### config.mk
export PLATFORM = sky130hd
export DESIGN_NAME = branch_resolve_unit_flat
export DESIGN_NICKNAME = d
export VERILOG_FILES = /design/src/rtl/branch_resolve_unit_if.sv /design/src/rtl/branch_resolve_unit.sv /design/src/flat_wrapper.sv
export SDC_FILE = /design/constraint.sdc
export NUM_CORES = 1
export LEC_CHECK = 0
export CORE_AREA = 2 2 215 217
export DETAILED_ROUTE_END_ITERATION = 16
export DIE_AREA = 0 0 217 219
export GPL_TIMING_DRIVEN = 0
export PLACE_DENSITY = 0.66
export REMOVE_ABC_BUFFERS = 1
export SLEW_MARGIN = 10
export SYNTH_ARGS = -nofsm -noshare
export SYNTH_HDL_FRONTEND = slang
export SYNTH_SLANG_ARGS = --single-unit
### constraint.sdc
create_clock -name clk -period 2.35 [get_ports clk]
set_input_delay 0.3525 -clock clk [delete_from_list [all_inputs] [get_ports clk]]
set_output_delay 0.3525 -clock clk [all_outputs]
set_load 0.02 [all_outputs]
### src/rtl/branch_resolve_unit_if.sv
`default_nettype none
// ============================================================================
// Module   : branch_resolve_unit_if
// Purpose  : Pipeline-side bundle between IF/ID and the branch resolve unit.
// Revision : 1.0  initial release
// ============================================================================
interface branch_resolve_unit_if #(
    parameter int CNT_W = 32
);
    logic [63:0]      IF_PC;
    logic             if_pred_taken;
    logic [63:0]      if_pred_target;
    logic             stall;
    logic [31:0]      ID_INST;
    logic [63:0]      ID_PC;
    logic [63:0]      branch_target;
    logic             zero_flag;

    logic             flush;
    logic             redirect_valid;
    logic [63:0]      redirect_pc;
    logic             upd_valid;
    logic             upd_taken;
    logic [63:0]      upd_pc;
    logic [63:0]      upd_target;
    logic [CNT_W-1:0] branch_cnt;
    logic [CNT_W-1:0] mispredict_cnt;

    modport master (
        output IF_PC, if_pred_taken, if_pred_target, stall,
               ID_INST, ID_PC, branch_target, zero_flag,
        input  flush, redirect_valid, redirect_pc,
               upd_valid, upd_taken, upd_pc, upd_target,
               branch_cnt, mispredict_cnt
    );

    modport slave (
        input  IF_PC, if_pred_taken, if_pred_target, stall,
               ID_INST, ID_PC, branch_target, zero_flag,
        output flush, redirect_valid, redirect_pc,
               upd_valid, upd_taken, upd_pc, upd_target,
               branch_cnt, mispredict_cnt
    );
endinterface
`default_nettype wire

### src/rtl/branch_resolve_unit.sv
`default_nettype none
// ============================================================================
// Module   : branch_resolve_unit
// Purpose  : Resolves ID-stage beq against the fetch-time prediction, issues
//            flush/redirect and predictor updates, keeps saturating stats.
// Revision : 1.0  initial release
// ============================================================================
module branch_resolve_unit #(
    parameter logic [6:0] BRANCH_OPCODE = 7'b1100011,
    parameter int         CNT_W         = 32
) (
    input  wire                  clk,
    input  wire                  arst_n,
    branch_resolve_unit_if.slave bus
);

    typedef enum logic [0:0] {
        ST_RUN     = 1'b0,
        ST_RECOVER = 1'b1
    } state_t;

    localparam logic [CNT_W-1:0] CNT_ONE = {{(CNT_W-1){1'b0}}, 1'b1};
    localparam logic [CNT_W-1:0] CNT_MAX = {CNT_W{1'b1}};

    state_t           state_q;
    logic             id_pred_taken_q;
    logic [63:0]      id_pred_target_q;
    logic             flush_q;
    logic             redirect_valid_q;
    logic [63:0]      redirect_pc_q;
    logic             upd_valid_q;
    logic             upd_taken_q;
    logic [63:0]      upd_pc_q;
    logic [63:0]      upd_target_q;
    logic [CNT_W-1:0] branch_cnt_q;
    logic [CNT_W-1:0] mispredict_cnt_q;

    logic        is_br;
    logic        actual_taken;
    logic        mispredict;
    logic [63:0] correct_pc;

    // The fetch PC and the upper instruction bits carry no resolution information.
    logic unused_inputs;
    assign unused_inputs = ^{bus.IF_PC, bus.ID_INST[31:7]};

    assign is_br        = (bus.ID_INST[6:0] == BRANCH_OPCODE);
    assign actual_taken = is_br & bus.zero_flag;
    assign correct_pc   = actual_taken ? bus.branch_target : (bus.ID_PC + 64'd4);

    always_comb begin
        mispredict = 1'b0;
        if (is_br) begin
            mispredict = (actual_taken != id_pred_taken_q) ||
                         (actual_taken && id_pred_taken_q &&
                          (bus.branch_target != id_pred_target_q));
        end else begin
            // A taken prediction on a non-branch is a stale/aliased BTB hit.
            mispredict = id_pred_taken_q;
        end
    end

    always_ff @(posedge clk or negedge arst_n) begin
        if (!arst_n) begin
            state_q          <= ST_RUN;
            id_pred_taken_q  <= 1'b0;
            id_pred_target_q <= 64'd0;
            flush_q          <= 1'b0;
            redirect_valid_q <= 1'b0;
            redirect_pc_q    <= 64'd0;
            upd_valid_q      <= 1'b0;
            upd_taken_q      <= 1'b0;
            upd_pc_q         <= 64'd0;
            upd_target_q     <= 64'd0;
            branch_cnt_q     <= '0;
            mispredict_cnt_q <= '0;
        end else begin
            flush_q          <= 1'b0;
            redirect_valid_q <= 1'b0;
            upd_valid_q      <= 1'b0;
            if (!bus.stall) begin
                id_pred_taken_q  <= bus.if_pred_taken;
                id_pred_target_q <= bus.if_pred_target;
                case (state_q)
                    ST_RUN: begin
                        if (mispredict) begin
                            flush_q          <= 1'b1;
                            redirect_valid_q <= 1'b1;
                            redirect_pc_q    <= correct_pc;
                            state_q          <= ST_RECOVER;
                            if (mispredict_cnt_q != CNT_MAX) begin
                                mispredict_cnt_q <= mispredict_cnt_q + CNT_ONE;
                            end
                        end
                        if (is_br) begin
                            upd_valid_q  <= 1'b1;
                            upd_taken_q  <= actual_taken;
                            upd_pc_q     <= bus.ID_PC;
                            upd_target_q <= bus.branch_target;
                            if (branch_cnt_q != CNT_MAX) begin
                                branch_cnt_q <= branch_cnt_q + CNT_ONE;
                            end
                        end
                    end
                    ST_RECOVER: begin
                        state_q <= ST_RUN;
                    end
                    default: begin
                        state_q <= ST_RUN;
                    end
                endcase
            end
        end
    end

    assign bus.flush          = flush_q;
    assign bus.redirect_valid = redirect_valid_q;
    assign bus.redirect_pc    = redirect_pc_q;
    assign bus.upd_valid      = upd_valid_q;
    assign bus.upd_taken      = upd_taken_q;
    assign bus.upd_pc         = upd_pc_q;
    assign bus.upd_target     = upd_target_q;
    assign bus.branch_cnt     = branch_cnt_q;
    assign bus.mispredict_cnt = mispredict_cnt_q;

endmodule
`default_nettype wire

### src/flat_wrapper.sv
// flat-port wrapper written by rule: the top's interface ports become plain ports
module branch_resolve_unit_flat 
#(
    parameter logic [6:0] BRANCH_OPCODE = 7'b1100011,
    parameter int         CNT_W         = 32
)
  (clk, arst_n, bus_IF_PC, bus_if_pred_taken, bus_if_pred_target, bus_stall, bus_ID_INST, bus_ID_PC, bus_branch_target, bus_zero_flag, bus_flush, bus_redirect_valid, bus_redirect_pc, bus_upd_valid, bus_upd_taken, bus_upd_pc, bus_upd_target, bus_branch_cnt, bus_mispredict_cnt);
  branch_resolve_unit_if #(.CNT_W(CNT_W)) bus_i ();
  input  wire clk;
  input  wire arst_n;
  input wire logic [$bits(bus_i.IF_PC)-1:0] bus_IF_PC;
  input wire logic [$bits(bus_i.if_pred_taken)-1:0] bus_if_pred_taken;
  input wire logic [$bits(bus_i.if_pred_target)-1:0] bus_if_pred_target;
  input wire logic [$bits(bus_i.stall)-1:0] bus_stall;
  input wire logic [$bits(bus_i.ID_INST)-1:0] bus_ID_INST;
  input wire logic [$bits(bus_i.ID_PC)-1:0] bus_ID_PC;
  input wire logic [$bits(bus_i.branch_target)-1:0] bus_branch_target;
  input wire logic [$bits(bus_i.zero_flag)-1:0] bus_zero_flag;
  output wire logic [$bits(bus_i.flush)-1:0] bus_flush;
  output wire logic [$bits(bus_i.redirect_valid)-1:0] bus_redirect_valid;
  output wire logic [$bits(bus_i.redirect_pc)-1:0] bus_redirect_pc;
  output wire logic [$bits(bus_i.upd_valid)-1:0] bus_upd_valid;
  output wire logic [$bits(bus_i.upd_taken)-1:0] bus_upd_taken;
  output wire logic [$bits(bus_i.upd_pc)-1:0] bus_upd_pc;
  output wire logic [$bits(bus_i.upd_target)-1:0] bus_upd_target;
  output wire logic [$bits(bus_i.branch_cnt)-1:0] bus_branch_cnt;
  output wire logic [$bits(bus_i.mispredict_cnt)-1:0] bus_mispredict_cnt;
  assign bus_i.IF_PC = bus_IF_PC;
  assign bus_i.if_pred_taken = bus_if_pred_taken;
  assign bus_i.if_pred_target = bus_if_pred_target;
  assign bus_i.stall = bus_stall;
  assign bus_i.ID_INST = bus_ID_INST;
  assign bus_i.ID_PC = bus_ID_PC;
  assign bus_i.branch_target = bus_branch_target;
  assign bus_i.zero_flag = bus_zero_flag;
  assign bus_flush = bus_i.flush;
  assign bus_redirect_valid = bus_i.redirect_valid;
  assign bus_redirect_pc = bus_i.redirect_pc;
  assign bus_upd_valid = bus_i.upd_valid;
  assign bus_upd_taken = bus_i.upd_taken;
  assign bus_upd_pc = bus_i.upd_pc;
  assign bus_upd_target = bus_i.upd_target;
  assign bus_branch_cnt = bus_i.branch_cnt;
  assign bus_mispredict_cnt = bus_i.mispredict_cnt;
  branch_resolve_unit #(.BRANCH_OPCODE(BRANCH_OPCODE), .CNT_W(CNT_W)) u_core (.clk(clk), .arst_n(arst_n), .bus(bus_i));
endmodule
== Word level (Yosys, flattened, before mapping) ==
Cells that the tools add are included.
Widths: inputs -> output; s select.
Storage, ports and cells
  word-level logic and storage cells: 38
  output and inout port bits: 260
  flip-flop bits (word level): 325
  bits of input ports: 293
Cells by class
  reduce and logical (&&, ||, !) cells: 7
  add/subtract/negate cells: 3
  bitwise gates (word level): 3
  eq/ne operators: 5
  muxes and demuxes: 9
Operators with widths (count)
  $add 32x1->32 const B: 2
  $add 64x3->64 const B: 1
  $mux 64: 1
  $ne 32x32->1 const B: 2
  $ne 64x64->1: 1
  $reduce_and 4->1: 2
  $eq 7x7->1 const B: 1
  $mux 1: 7
  $reduce_and 3->1: 2
  $logic_and 1x1->1: 2
  $not 1->1: 2
  $pmux 1 s2: 1
  $and 1x1->1: 1
  $logic_or 1x1->1: 1
  $ne 1x1->1: 1

== Logic depth before layout (Yosys ltp) ==
Gate-level depths: netlist of run 1.
  depth in word-level cells: 9
  mapped depth: 14
  gate-level depth less buffers: 11

== Worst setup path after synthesis of run 1 ==
OpenSTA, ideal clock, no wires.
  path kind: input-to-reg
  start: in bus_ID_INST[4]
  end: reg u_core.redirect_pc_q[15] (netlist: u_core.bus.redirect_pc[15])
  buffers on the path: 4
  setup slack: -1062 ps
  cell stages on the path: 14
  arrival: 3284 ps
  library setup time: 128 ps
  required time: 2222 ps
  cell sequence: nand4bb_4 > nor2_1 > nand2_1 > inv_1 > clkbuf_1 > clkbuf_1 > ha_1 > nor4_1 > nand4_1 > nor4_4 > nor2_1 > buf_2 > buf_2 > mux2_1
Between the ends
  longest elaborated chain between the ends: 7
  elaborated cells on any way between the ends: 9
  classes of those cells: eq/ne (2); mux (2); bitwise (1); reduce/logical (4)
Ends and longest elaborated chain
  start, declared: line flat_wrapper.sv:15  | input wire logic [$bits(bus_i.ID_INST)-1:0] bus_ID_INST;
  $eq 7x7->1 (*): line branch_resolve_unit.sv:47  | assign is_br = (bus.ID_INST[6:0] == BRANCH_OPCODE);
  $and 1x1->1 (*): line branch_resolve_unit.sv:48  | assign actual_taken = is_br & bus.zero_flag;
  via u_core.actual_taken: line branch_resolve_unit.sv:39  | logic actual_taken;
  $logic_and 1x1->1 (2 in a row): line branch_resolve_unit.sv:55  | (actual_taken && id_pred_taken_q &&
  $logic_or 1x1->1: line branch_resolve_unit.sv:54  | mispredict = (actual_taken != id_pred_taken_q) ||
  $mux 1: line branch_resolve_unit.sv:53  | if (is_br) begin
  $reduce_and 3->1 (no source line)
  end signal, assigned: line branch_resolve_unit.sv:89  | redirect_pc_q <= correct_pc;
  end, declared: line branch_resolve_unit.sv:30  | logic [63:0] redirect_pc_q;
The timed path passes the listed nets; every way through them passes the cells marked *.
A chain may end at the register's enable or synchronous reset.

== Worst setup path after layout of run 1 ==
  start: in bus_branch_target[29]
  end: reg u_core.redirect_pc_q[19] (netlist: u_core.bus.redirect_pc[19])
Between the ends
  longest elaborated chain between the ends: 5
Ends and longest elaborated chain
  start, declared: line flat_wrapper.sv:17  | input wire logic [$bits(bus_i.branch_target)-1:0] bus_branch_target;
  $ne 64x64->1: line branch_resolve_unit.sv:56  | (bus.branch_target != id_pred_target_q));
  $logic_and 1x1->1: line branch_resolve_unit.sv:55
  $logic_or 1x1->1: line branch_resolve_unit.sv:54
  $mux 1: line branch_resolve_unit.sv:53
  $reduce_and 3->1 (no source line)
No other way between the ends.

==> summary.txt, run 1 <==
Fill cells - 4012
Critical-path top delay cell - clkdlybuf4s50_1
WL met1 - 22.6 mm
Routed Antenna Nets - 0
commonest non-fill, non-tap cells in the layout - clkdlybuf4s50_1, dfrtp_1, mux2_2, nand2_1, xnor2_1
largest net degree at the start of global routing - 104
Total Wirelength - 53.8 mm
Max-Cap Viols - 0
final setup TNS - -24.34 ns
layout cells sized above 1 - 25.2%
critical path launch point type - primary input
origin of the critical flop-to-flop path - u_core.id_pred_target_q[3]
Adder-Cell Fraction of Synth Area - 0.326%
initial antenna violation count - 7
fin crit period - 2.72 ns
CP required - 2.77 ns
dpl hpwl - 38.5 mm
most common cell after layout, fill and taps aside - clkdlybuf4s50_1
chip width - 217 um
worst slew pin tran - 0.752 ns
CTS Buf Count - 38
Met3 Routed Length - 3.52 mm
library cells used by synthesis - 46
NumNets Final - 2085
largest family of logic cells by synthesized area - multiplexers
CTS tree - built
Yosys warnings - 0
1st-pass router iterations - 4
io pins - 553
via count of the first global-routing pass - 12800
FF+latch count, synth - 325
RSZ-0062 raised after global routing - yes
Final period util - 116%
Sequential cell area - 8140 um2
Initial Util - 34.0%
endpoint kind of the worst setup timing path - flip-flop
f_max - 368 MHz
Area growth syn-to-layout - 50.1%
Remaining DRCs - 0
post-synthesis xor/xnor area fraction - 10.5%
total gr overflow - 0
CP cell instances - clkdlybuf4s50_1 -> xnor2_1 -> nand4_1 -> nor4_4 -> nand3_2 -> nor4_4 -> buf_6 -> buf_12 -> nor2_4 -> clkbuf_16 -> buf_16 -> mux2_4
Worst setup startpoint - bus_branch_target[29]
worst vdd ir - 0.600 mV
kind of critical path - in -> reg
Clock Tree Buf Depth - 3
sequential element share of the synthesized area - 53.0%
clock slew at reported path FFs - 0.06 ns
Post-Syn Area - 15300 um2
Inst Count DP - 2307
first-pass GRT wire length - 80.1 mm
root buffer cell - clkbuf_16
Syn Inst Count - 1277
number of vias per cell - 5.00
CTS sink cnt - 325
Final Hold Violating Endpoints - 0
area leader, netlist - dfrtp_1
status - finished with violations
final non-filler cell total - 2414
die area - 47500 um2
Pleak - 9.64 nW
core area - 45100 um2
Post-synth ARST share - 100%
Slew Limit Fails - 0
Final setup viols - 97
syn avg cell area - 12.0 um2
GRT Util Overall - 22.3%
crit path max fanout - 8
EDFF count, synth - 0
PortBufs - 463
post-synthesis compound-gate area fraction - 2.35%
multi-input combinational cell area - 7340 um2
final worst setup slack - -0.366 ns
CP peak stage delay - 0.59 ns
routed wl met2 - 26.3 mm
simple-gate share of the synthesized area - 12.7%
number of core rows - 78
Rel. slew slack - 49.4%
H-tree levels - 2
DR vias - 12100
routed len/inst - 22.3 um
Synth top area share - 53.0%
reg2reg path depth - 11
initial drt markers - 737
clk_lat worst skew - 0.54 ns
Final Skew - 0.0110 ns
most used cell, CP - nor4_4
ys flop type - dfrtp_1
gpl congestion - 0.802
worst hold-check path type - in -> async
die height - 219 um
failing checks - negative setup slack
Worst EP arrival - 3.14 ns
top sig layer - met5
power per cell area - 709 nW/um2
Synth area leaders - dfrtp_1, mux2_2, xnor2_1
post-synthesis mux area share - 19.3%
[worst max-delay path: cells and delay by family]
kind / cells / cell delay, ns
and+or+nand+nor: 5 / 1.12
buffers and inverters: 5 / 1.19
muxes: 1 / 0.29
xor gates and xnor gates: 1 / 0.16
[power by group]
group	total (mW)	internal, mW	switching, mW
Combinational	3.86	2.00	1.86
Sequential	6.64	6.25	0.386
Clock	5.82	3.48	2.35
Total	16.3	11.7	4.59
[stage by stage]
| step | hold slack [ns] | total power [mW] | setup slack, ns | util, % | cell area (um2) |
|---|---|---|---|---|---|
| 5_1_grt | 0.277 | 17.0 | -0.466 | 51.1 | 23000 |
| 6_report | 0.273 | 16.3 | -0.366 | 51.1 | 23000 |
| 2_1_floorplan | 0.0569 | 8.29 | -4.14 | - | 15100 |
| 3_5_place_dp | 0.246 | 10.5 | -3.54 | 46.3 | 20900 |
| 3_3_place_gp | 0.468 | 10.4 | -13.70 | 45.5 | 20500 |
| 4_1_cts | 0.247 | 16.5 | -0.434 | 50.6 | 22800 |
[path summary, 6_finish.rpt]
check / to / slack (ns)
min in group clk: u_core.state_q / 0.39
hold reg to reg: u_core.bus.mispredict_cnt[31] / 0.49
max in group asynchronous: u_core.bus.mispredict_cnt[8] / 0.77
setup / recovery: u_core.bus.redirect_pc[19] / -0.37
hold / removal: u_core.bus.branch_cnt[22] / 0.27
setup reg to reg: u_core.bus.redirect_pc[19] / -0.35
[area by class of cell]
| class | count | share of cell area (%) |
|---|---|---|
| repair inverters | 2 | 0.0760 |
| clock buffers | 55 | 4.80 |
| well taps | 600 | 3.26 |
| flip-flops and latches | 325 | 35.3 |
| diodes | 2 | 0.0217 |
| inverters | 15 | 0.315 |
| clock inverters | 9 | 0.462 |
| repair buffers | 523 | 23.9 |
| multi-input cells | 883 | 31.9 |
[synthesized netlist by cell type, types with 2 or more instances]
master,n
dfrtp_1,325
mux2_2,258
nand2_1,106
xnor2_1,103
xor2_1,81
nor2_1,55
o21ai_0,51
nand4_1,46
clkbuf_1,41
nand3_1,39
nor3_1,31
and3_1,22
nor4_1,17
inv_1,15
a21oi_1,11
buf_2,10
and4_1,9
nor3b_1,7
mux2_1,5
ha_1,4
nor4b_1,4
or4_1,4
and2_1,3
nor4_2,3
nor4_4,3
and3_2,2
and4_4,2
buf_1,2
[flip-flops by register name, indices dropped and copies added (netlist names)]
register	cells
u_core.id_pred_taken_q	1
u_core.bus.redirect_pc	64
u_core.bus.upd_taken	1
u_core.state_q	1
u_core.bus.branch_cnt	32
u_core.id_pred_target_q	64
u_core.bus.upd_pc	64
u_core.bus.flush	1
u_core.bus.upd_valid	1
u_core.bus.mispredict_cnt	32
u_core.bus.upd_target	64
[routing by layer]
layer | vias to the layer above | GRT usage (%)
li1 | 5524 | -
met1 | 6082 | 28.1
met2 | 371 | 37.7
met3 | 88 | 5.56
met4 | 6 | 7.05
met5 | - | 0
[what timing repair did]
item | in CTS | in global routing
cloned | 8 | 2
hold buffers | 1 | 0
gates resized for setup | 83 | 43
setup buffers | 28 | 9
hold endpoints to repair | 33 | 0
pin swaps | 19 | 16
setup endpoints to repair | 201 | 126
[cell families after synthesis]
| logic type | count (synthesis) |
|---|---|
| compound gates | 68 |
| flops | 325 |
| mux | 263 |
| xor+xnor | 184 |
| simple gates | 363 |
| fa+ha+maj | 4 |
| buf+inv | 70 |
No activity file was read; power rests on OpenSTA's default activity.
==> run 2: changes to the inputs <==
--- a/config.mk
+++ b/config.mk
@@ -5,11 +5,10 @@
 export SDC_FILE = /design/constraint.sdc
 export NUM_CORES = 1
 export LEC_CHECK = 0
-export CORE_AREA = 2 2 215 217
+export CORE_AREA = 2 2 218 220
 export DETAILED_ROUTE_END_ITERATION = 16
-export DIE_AREA = 0 0 217 219
+export DIE_AREA = 0 0 220 222
 export GPL_TIMING_DRIVEN = 0
-export PLACE_DENSITY = 0.66
 export REMOVE_ABC_BUFFERS = 1
 export SLEW_MARGIN = 10
 export SYNTH_ARGS = -nofsm -noshare
==> constraint.sdc (replaced) <==
create_clock -name clk -period 3 [get_ports clk]
set_input_delay 0.45 -clock clk [delete_from_list [all_inputs] [get_ports clk]]
set_output_delay 0.45 -clock clk [all_outputs]
set_load 0.02 [all_outputs]
==> run 2 against run 1 <==
  * The flow now finishes without violations
  * Combinational power is 22% lower
  * Critical path depth shrank 1
  * Hold slack improved by 0.18 ns
  * Power down 19%
  * Clock-buffer cell count decreased by 2
  * Global-route usage down 0.18 points
  * Design area shrank 1.5%
  * Sequential power decreased by 22%
  * Sequential share of layout area increased by 0.54 points
  * Cell count stayed put
  * Clock power is 14% lower
  * Via count down 1.3%
  * Largest power group unchanged
  * Highest routed layer unchanged
==> summary.txt, run 2 (synthesized netlist as in run 1, its figures left out) <==
status - finished clean (was finished with violations)
worst slew pin tran - 0.908 ns (was 0.752 ns)
Final period util - 98.9%
H-tree levels - 2 (unchanged)
most common cell after layout, fill and taps aside - clkdlybuf4s50_1 (unchanged)
Final Hold Violating Endpoints - 0 (unchanged)
routed len/inst - 22.5 um (was 22.3 um)
CTS Buf Count - 40 (was 38)
initial antenna violation count - 5 (was 7)
die area - 48800 um2 (was 47500 um2)
critical path launch point type - primary input (unchanged)
PortBufs - 463 (unchanged)
CP required - 3.43 ns (was 2.77 ns)
reg2reg path depth - 10 (was 11)
Worst EP arrival - 3.40 ns (was 3.14 ns)
NumNets Final - 2072 (was 2085)
DR vias - 11900 (was 12100)
Routed Antenna Nets - 0 (unchanged)
Fin Hold WS - 0.455 ns (was 0.273 ns)
Setup Slack @ Placement - -2.53 ns (was -3.54 ns)
worst vdd ir - 0.387 mV (was 0.600 mV)
chip width - 220 um (was 217 um)
Area growth syn-to-layout - 47.8% (was 50.1%)
origin of the critical flop-to-flop path - u_core.id_pred_target_q[19] (was u_core.id_pred_target_q[3])
Max-Cap Viols - 0 (unchanged)
kind of critical path - in -> reg (unchanged)
die height - 222 um (was 219 um)
Inst Count DP - 2313 (was 2307)
final non-filler cell total - 2414 (unchanged)
core area - 46300 um2 (was 45100 um2)
endpoint kind of the worst setup timing path - flip-flop (unchanged)
f_max - 337 MHz
number of vias per cell - 4.94 (was 5.00)
GRT Util Overall - 22.2% (was 22.3%)
commonest non-fill, non-tap cells in the layout - clkdlybuf4s50_1, dfrtp_1, mux2_2, nand2_1, xnor2_1 (unchanged)
Total Wirelength - 54.3 mm (was 53.8 mm)
R2R Setup Slk - 0.11 ns (was -0.35 ns)
number of core rows - 79 (was 78)
Slew Limit Fails - 0 (unchanged)
io pins - 553 (unchanged)
crit path max fanout - 7 (was 8)
Pleak - 9.56 nW (was 9.64 nW)
Rel. slew slack - 38.9% (was 49.4%)
dpl hpwl - 39.5 mm (was 38.5 mm)
Worst setup startpoint - bus_branch_target[7] (was bus_branch_target[29])
CTS sink cnt - 325 (unchanged)
Clock Tree Buf Depth - 3 (unchanged)
worst hold-check path type - in -> async (unchanged)
power per cell area - 583 nW/um2 (was 709 nW/um2)
largest net degree at the start of global routing - 100 (was 104)
clock slew at reported path FFs - 0.06 ns (about the same)
clk_lat worst skew - 0.56 ns (was 0.54 ns)
layout cells sized above 1 - 22.7% (was 25.2%)
critical path endpoint - u_core.bus.redirect_pc[19] (unchanged)
total gr overflow - 0 (unchanged)
Final Util - 49.0% (was 51.1%)
via count of the first global-routing pass - 12600 (was 12800)
Initial Util - 33.2% (was 34.0%)
final worst setup slack - 0.0315 ns (was -0.366 ns)
1st-pass router iterations - 6 (was 4)
gpl congestion - 0.809 (was 0.802)
initial drt markers - 556 (was 737)
first-pass GRT wire length - 80.7 mm (was 80.1 mm)
Remaining DRCs - 0 (unchanged)
Final Skew - 0.0245 ns (was 0.0110 ns)
Final setup viols - 0 (was 97)
CTS tree - built (unchanged)
Reg-to-Reg End - u_core.bus.redirect_pc[19] (unchanged)
root buffer cell - clkbuf_16 (unchanged)
fin crit period - 2.97 ns
-- run 2: changes by cell type in the layout (fill, tap and decap cells not counted), moves of 4 or more --
cell,change
nor4_1,+5
nor3_2,-9
buf_4,-6
xnor2_2,-4
xnor2_1,+4
buf_12,-5
clkbuf_1,-4
clkinv_2,+7
nor3_1,+10
clkdlybuf4s50_1,+8
nor2_1,+9
nor2_2,-7
dlygate4sd2_1,-6
-- run 2: how the worst min path moves through the flow --
stage                               startpoint                    endpoint  cells past startpoint
global route                         bus_stall              u_core.state_q                      2
floorplan                               arst_n    u_core.bus.branch_cnt[0]                      0
finish                                  arst_n   u_core.bus.branch_cnt[15]                      2
global placement    u_core.bus.redirect_pc[15]  u_core.bus.redirect_pc[15]                      1
CTS                                  bus_stall              u_core.state_q                      2
detailed placement                      arst_n   u_core.bus.branch_cnt[17]                      1
-- run 2: what timing repair did --
action	CTS	global route
pin swaps	9	8
endpoints found under the setup margin	99	29
setup buffers	17	2
hold buffers	1	0
gates resized for setup	20	11
hold endpoints to repair	70	0
gates cloned	8	0
-- run 2: area by class of cell --
type | count | area (um2)
Clock buffer | 53 | 1140
Antenna cell | 1 | 2.50
Timing Repair inverter | 2 | 17.5
Inverter | 15 | 72.6
Fill cell | 4239 | 23600
Sequential cell | 325 | 8130
Multi-Input combinational cell | 883 | 7070
Clock inverter | 20 | 220
Tap cell | 607 | 759
Timing Repair Buffer | 508 | 5260
-- run 2: metrics by stage --
stage               total power [mW]  setup TNS, ns  instance area (um2)
floorplan                       6.49        -719.80                15100
global placement                8.20       -6619.46                20500
detailed placement              8.22        -239.73                20800
CTS                             13.4              0                22600
global route                    13.8      -0.000529                22700
finish                          13.2              0                22700
-- run 2: power breakdown --
part | total (mW) | switching (mW) | internal (mW)
clock network | 5.01 | 1.98 | 3.03
logic | 3.00 | 1.46 | 1.54
registers | 5.20 | 0.304 | 4.90
-- run 2: critical path, cell delays in order --
cell	delay (ns)
clkdlybuf4s50_1	0.52
xnor2_2	0.25
nand4_1	0.26
nor4_4	0.40
nand3_1	0.26
nor4_4	0.39
buf_6	0.16
nor2_4	0.06
buf_12	0.17
buf_12	0.15
mux2_4	0.30
-- run 2: per-layer routing --
metal	routed length, um	vias up	global-route usage, %
li1	-	5488	-
met1	23100	6020	28.5
met2	26700	328	37.1
met3	3330	74	5.14
met4	1220	8	6.41
met5	52	-	0
==> run 3: changes to the inputs <==
--- a/config.mk
+++ b/config.mk
@@ -8,8 +8,8 @@
 export CORE_AREA = 2 2 218 220
 export DETAILED_ROUTE_END_ITERATION = 16
 export DIE_AREA = 0 0 220 222
-export GPL_TIMING_DRIVEN = 0
 export REMOVE_ABC_BUFFERS = 1
+export SETUP_SLACK_MARGIN = 0.02
 export SLEW_MARGIN = 10
 export SYNTH_ARGS = -nofsm -noshare
 export SYNTH_HDL_FRONTEND = slang
==> run 3 against run 2 <==
  * Global-route usage down 0.34 points
  * Design area rose by 2.7%
  * First-iteration DRC count shrank 5.9%
  * Cell count grew 4.8%
  * Sequential cell count unchanged
  * Largest power group unchanged
  * Via count grew 2.9%
  * Hold slack worse by 0.060 ns
  * Largest cell class unchanged
  * Power is 0.30% lower
  * Clock-buffer cell count up 6
  * Wire length decreased by 1.2%
  * Die area unchanged
  * Utilization up 1.3 points
==> summary.txt, run 3 (synthesized netlist as in run 1, its figures left out) <==
status - finished clean (unchanged)
gpl congestion - 0.844 (was 0.809)
Setup Fix Bufs, Post-CTS - 0 (was 17)
RSZ-0062 raised after global routing - no
Final setup viols - 0 (unchanged)
reg2reg path depth - 11 (was 10)
Remaining DRCs - 0 (unchanged)
Worst EP arrival - 3.23 ns (was 3.40 ns)
most common cell after layout, fill and taps aside - clkdlybuf4s50_1 (unchanged)
commonest non-fill, non-tap cells in the layout - clkdlybuf4s50_1, dfrtp_1, mux2_2, buf_4, nand2_1 (was clkdlybuf4s50_1, dfrtp_1, mux2_2, nand2_1, xnor2_1)
Max-Cap Viols - 0 (unchanged)
CP required - 3.42 ns (was 3.43 ns)
fin crit period - 2.81 ns (was 2.97 ns)
power per cell area - 566 nW/um2 (was 583 nW/um2)
origin of the critical flop-to-flop path - u_core.id_pred_target_q[7] (was u_core.id_pred_target_q[19])
Routed Antenna Nets - 0 (unchanged)
routed len/inst - 21.2 um (was 22.5 um)
Comb pwr share - 23.0% (was 22.7%)
worst hold-check path type - in -> reg (was in -> async)
Reg-to-Reg End - u_core.bus.redirect_pc[56] (was u_core.bus.redirect_pc[19])
via count of the first global-routing pass - 13100 (was 12600)
Pleak - 9.99 nW (was 9.56 nW)
Int Pwr - 9.54 mW (was 9.47 mW)
number of vias per cell - 4.85 (was 4.94)
GRT Util Overall - 21.8% (was 22.2%)
Final Hold Violating Endpoints - 0 (unchanged)
WHS Path Cells - 2
initial drt markers - 523 (was 556)
largest net degree at the start of global routing - 79 (was 100)
CTS tree - built (unchanged)
root buffer cell - clkbuf_16 (unchanged)
total gr overflow - 0 (unchanged)
switching share of power - 27.6% (was 28.3%)
Rel. slew slack - 51.3% (was 38.9%)
final setup TNS - 0 ns (unchanged)
Fin Hold WS - 0.395 ns (was 0.455 ns)
1st-pass router iterations - 4 (was 6)
die area - 48800 um2 (unchanged)
worst slew pin tran - 0.730 ns (was 0.908 ns)
PortBufs - 463 (unchanged)
Final Util - 50.3% (was 49.0%)
Final Skew - 0.0121 ns (was 0.0245 ns)
f_max - 356 MHz (was 337 MHz)
Net Switching - 3.63 mW (was 3.74 mW)
crit path max fanout - 25 (was 7)
endpoint kind of the worst setup timing path - flip-flop (unchanged)
NumNets Final - 2188 (was 2072)
Clock power frac - 37.4% (was 37.9%)
H-tree levels - 2 (unchanged)
Sequential Power Share - 39.6% (was 39.4%)
initial antenna violation count - 7 (was 5)
hold worst-path end - u_core.state_q
hold_sp - bus_stall
layout cells sized above 1 - 26.6% (was 22.7%)
R2R Setup Slk - 0.24 ns (was 0.11 ns)
CTS sink cnt - 325 (unchanged)
DR vias - 12300 (was 11900)
Final period util - 93.6% (was 98.9%)
dpl hpwl - 41.5 mm (was 39.5 mm)
Initial Util - 33.2% (unchanged)
io pins - 553 (unchanged)
core area - 46300 um2 (unchanged)
worst vdd ir - 0.389 mV (was 0.387 mV)
critical path launch point type - primary input (unchanged)
first-pass GRT wire length - 80.3 mm (was 80.7 mm)
CTS Buf Count - 39 (was 40)
Slew Limit Fails - 0 (unchanged)
clock slew at reported path FFs - 0.06 ns (about the same)
Clock Tree Buf Depth - 3 (unchanged)
chip width - 220 um (unchanged)
Total Wirelength - 53.7 mm (was 54.3 mm)
number of core rows - 79 (unchanged)
Area growth syn-to-layout - 51.8% (was 47.8%)
die height - 222 um (unchanged)
clk_lat worst skew - 0.55 ns (was 0.56 ns)
kind of critical path - in -> reg (unchanged)
[run 3: cell count changes in the layout (fill, tap and decap cells not counted), moves of 4 or more]
cell / before / now
buf_12: 4 / 12
buf_16: 5 / 0
inv_6: 4 / 0
buf_4: 18 / 153
buf_6: 15 / 0
clkbuf_8: 7 / 12
clkinv_2: 10 / 5
[run 3: how the worst max path moves through the flow]
stage                    from                         end  slack (ns)  cells after the start
2_1_floorplan  bus_ID_INST[4]   u_core.bus.redirect_pc[0]       -3.58                     10
3_3_place_gp   bus_ID_INST[4]  u_core.bus.redirect_pc[56]       -0.48                     12
3_5_place_dp   bus_ID_INST[5]  u_core.bus.redirect_pc[19]       -0.52                     12
4_1_cts        bus_ID_INST[5]  u_core.bus.redirect_pc[56]        0.05                     12
5_1_grt        bus_ID_INST[5]  u_core.bus.redirect_pc[56]        0.02                     12
6_report       bus_ID_INST[5]  u_core.bus.redirect_pc[56]        0.19                     12
[run 3: per-layer routing]
metal | wire, um | global-route usage, % | vias to the layer above
li1 | - | - | 5723
met1 | 22400 | 27.0 | 6136
met2 | 26400 | 36.8 | 312
met3 | 3360 | 5.61 | 86
met4 | 1510 | 7.40 | 8
met5 | 52 | 0 | -
[run 3: layout make-up]
cell class                      instances  area, um2
Antenna cell                            3       7.51
Clock buffer                           59       1210
Clock inverter                         11        140
Fill cell                            4208      23000
Inverter                               15       58.8
Multi-Input combinational cell        882       6950
Sequential cell                       325       8130
Tap cell                              607        759
Timing Repair Buffer                  628       6030
[run 3: what timing repair did]
action | in CTS | in global routing
hold buffers | 1 | 0
hold endpoints to repair | 68 | 0
setup endpoints to repair | 0 | 88
resized for setup | 0 | 1
[run 3: power by group through the flow]
| stage | Clock, mW | Sequential (mW) | Combinational [mW] |
|---|---|---|---|
| after global routing | 5.25 | 5.28 | 3.21 |
| after floorplan | 0 | 5.77 | 0.724 |
| final | 4.93 | 5.22 | 3.03 |
| after CTS | 5.06 | 5.22 | 3.08 |
| after global placement | 0 | 5.26 | 3.04 |
| after detailed placement | 0 | 5.29 | 3.06 |
[run 3: through the flow]
stage | setup WS [ns] | instance area [um2] | power [mW] | std cells
5_1_grt | 0.0231 | 23300 | 13.7 | 2530
6_report | 0.192 | 23300 | 13.2 | 2530
3_3_place_gp | -0.480 | 21900 | 8.30 | 2456
2_1_floorplan | -3.58 | 15100 | 6.49 | 1222
3_5_place_dp | -0.522 | 21900 | 8.35 | 2456
4_1_cts | 0.0537 | 23300 | 13.4 | 2527
[run 3: worst max-delay path, cell delays in order]
cell and delay [ns]:
clkdlybuf4s50_1 0.50, nand4bb_4 0.12, nor2_1 0.19, nand2_2 0.13, inv_4 0.08, ha_1 0.23, nor4_1 0.28, nand4_1 0.26
nor4_4 0.31, nor2_4 0.14, buf_12 0.19, mux2_1 0.33
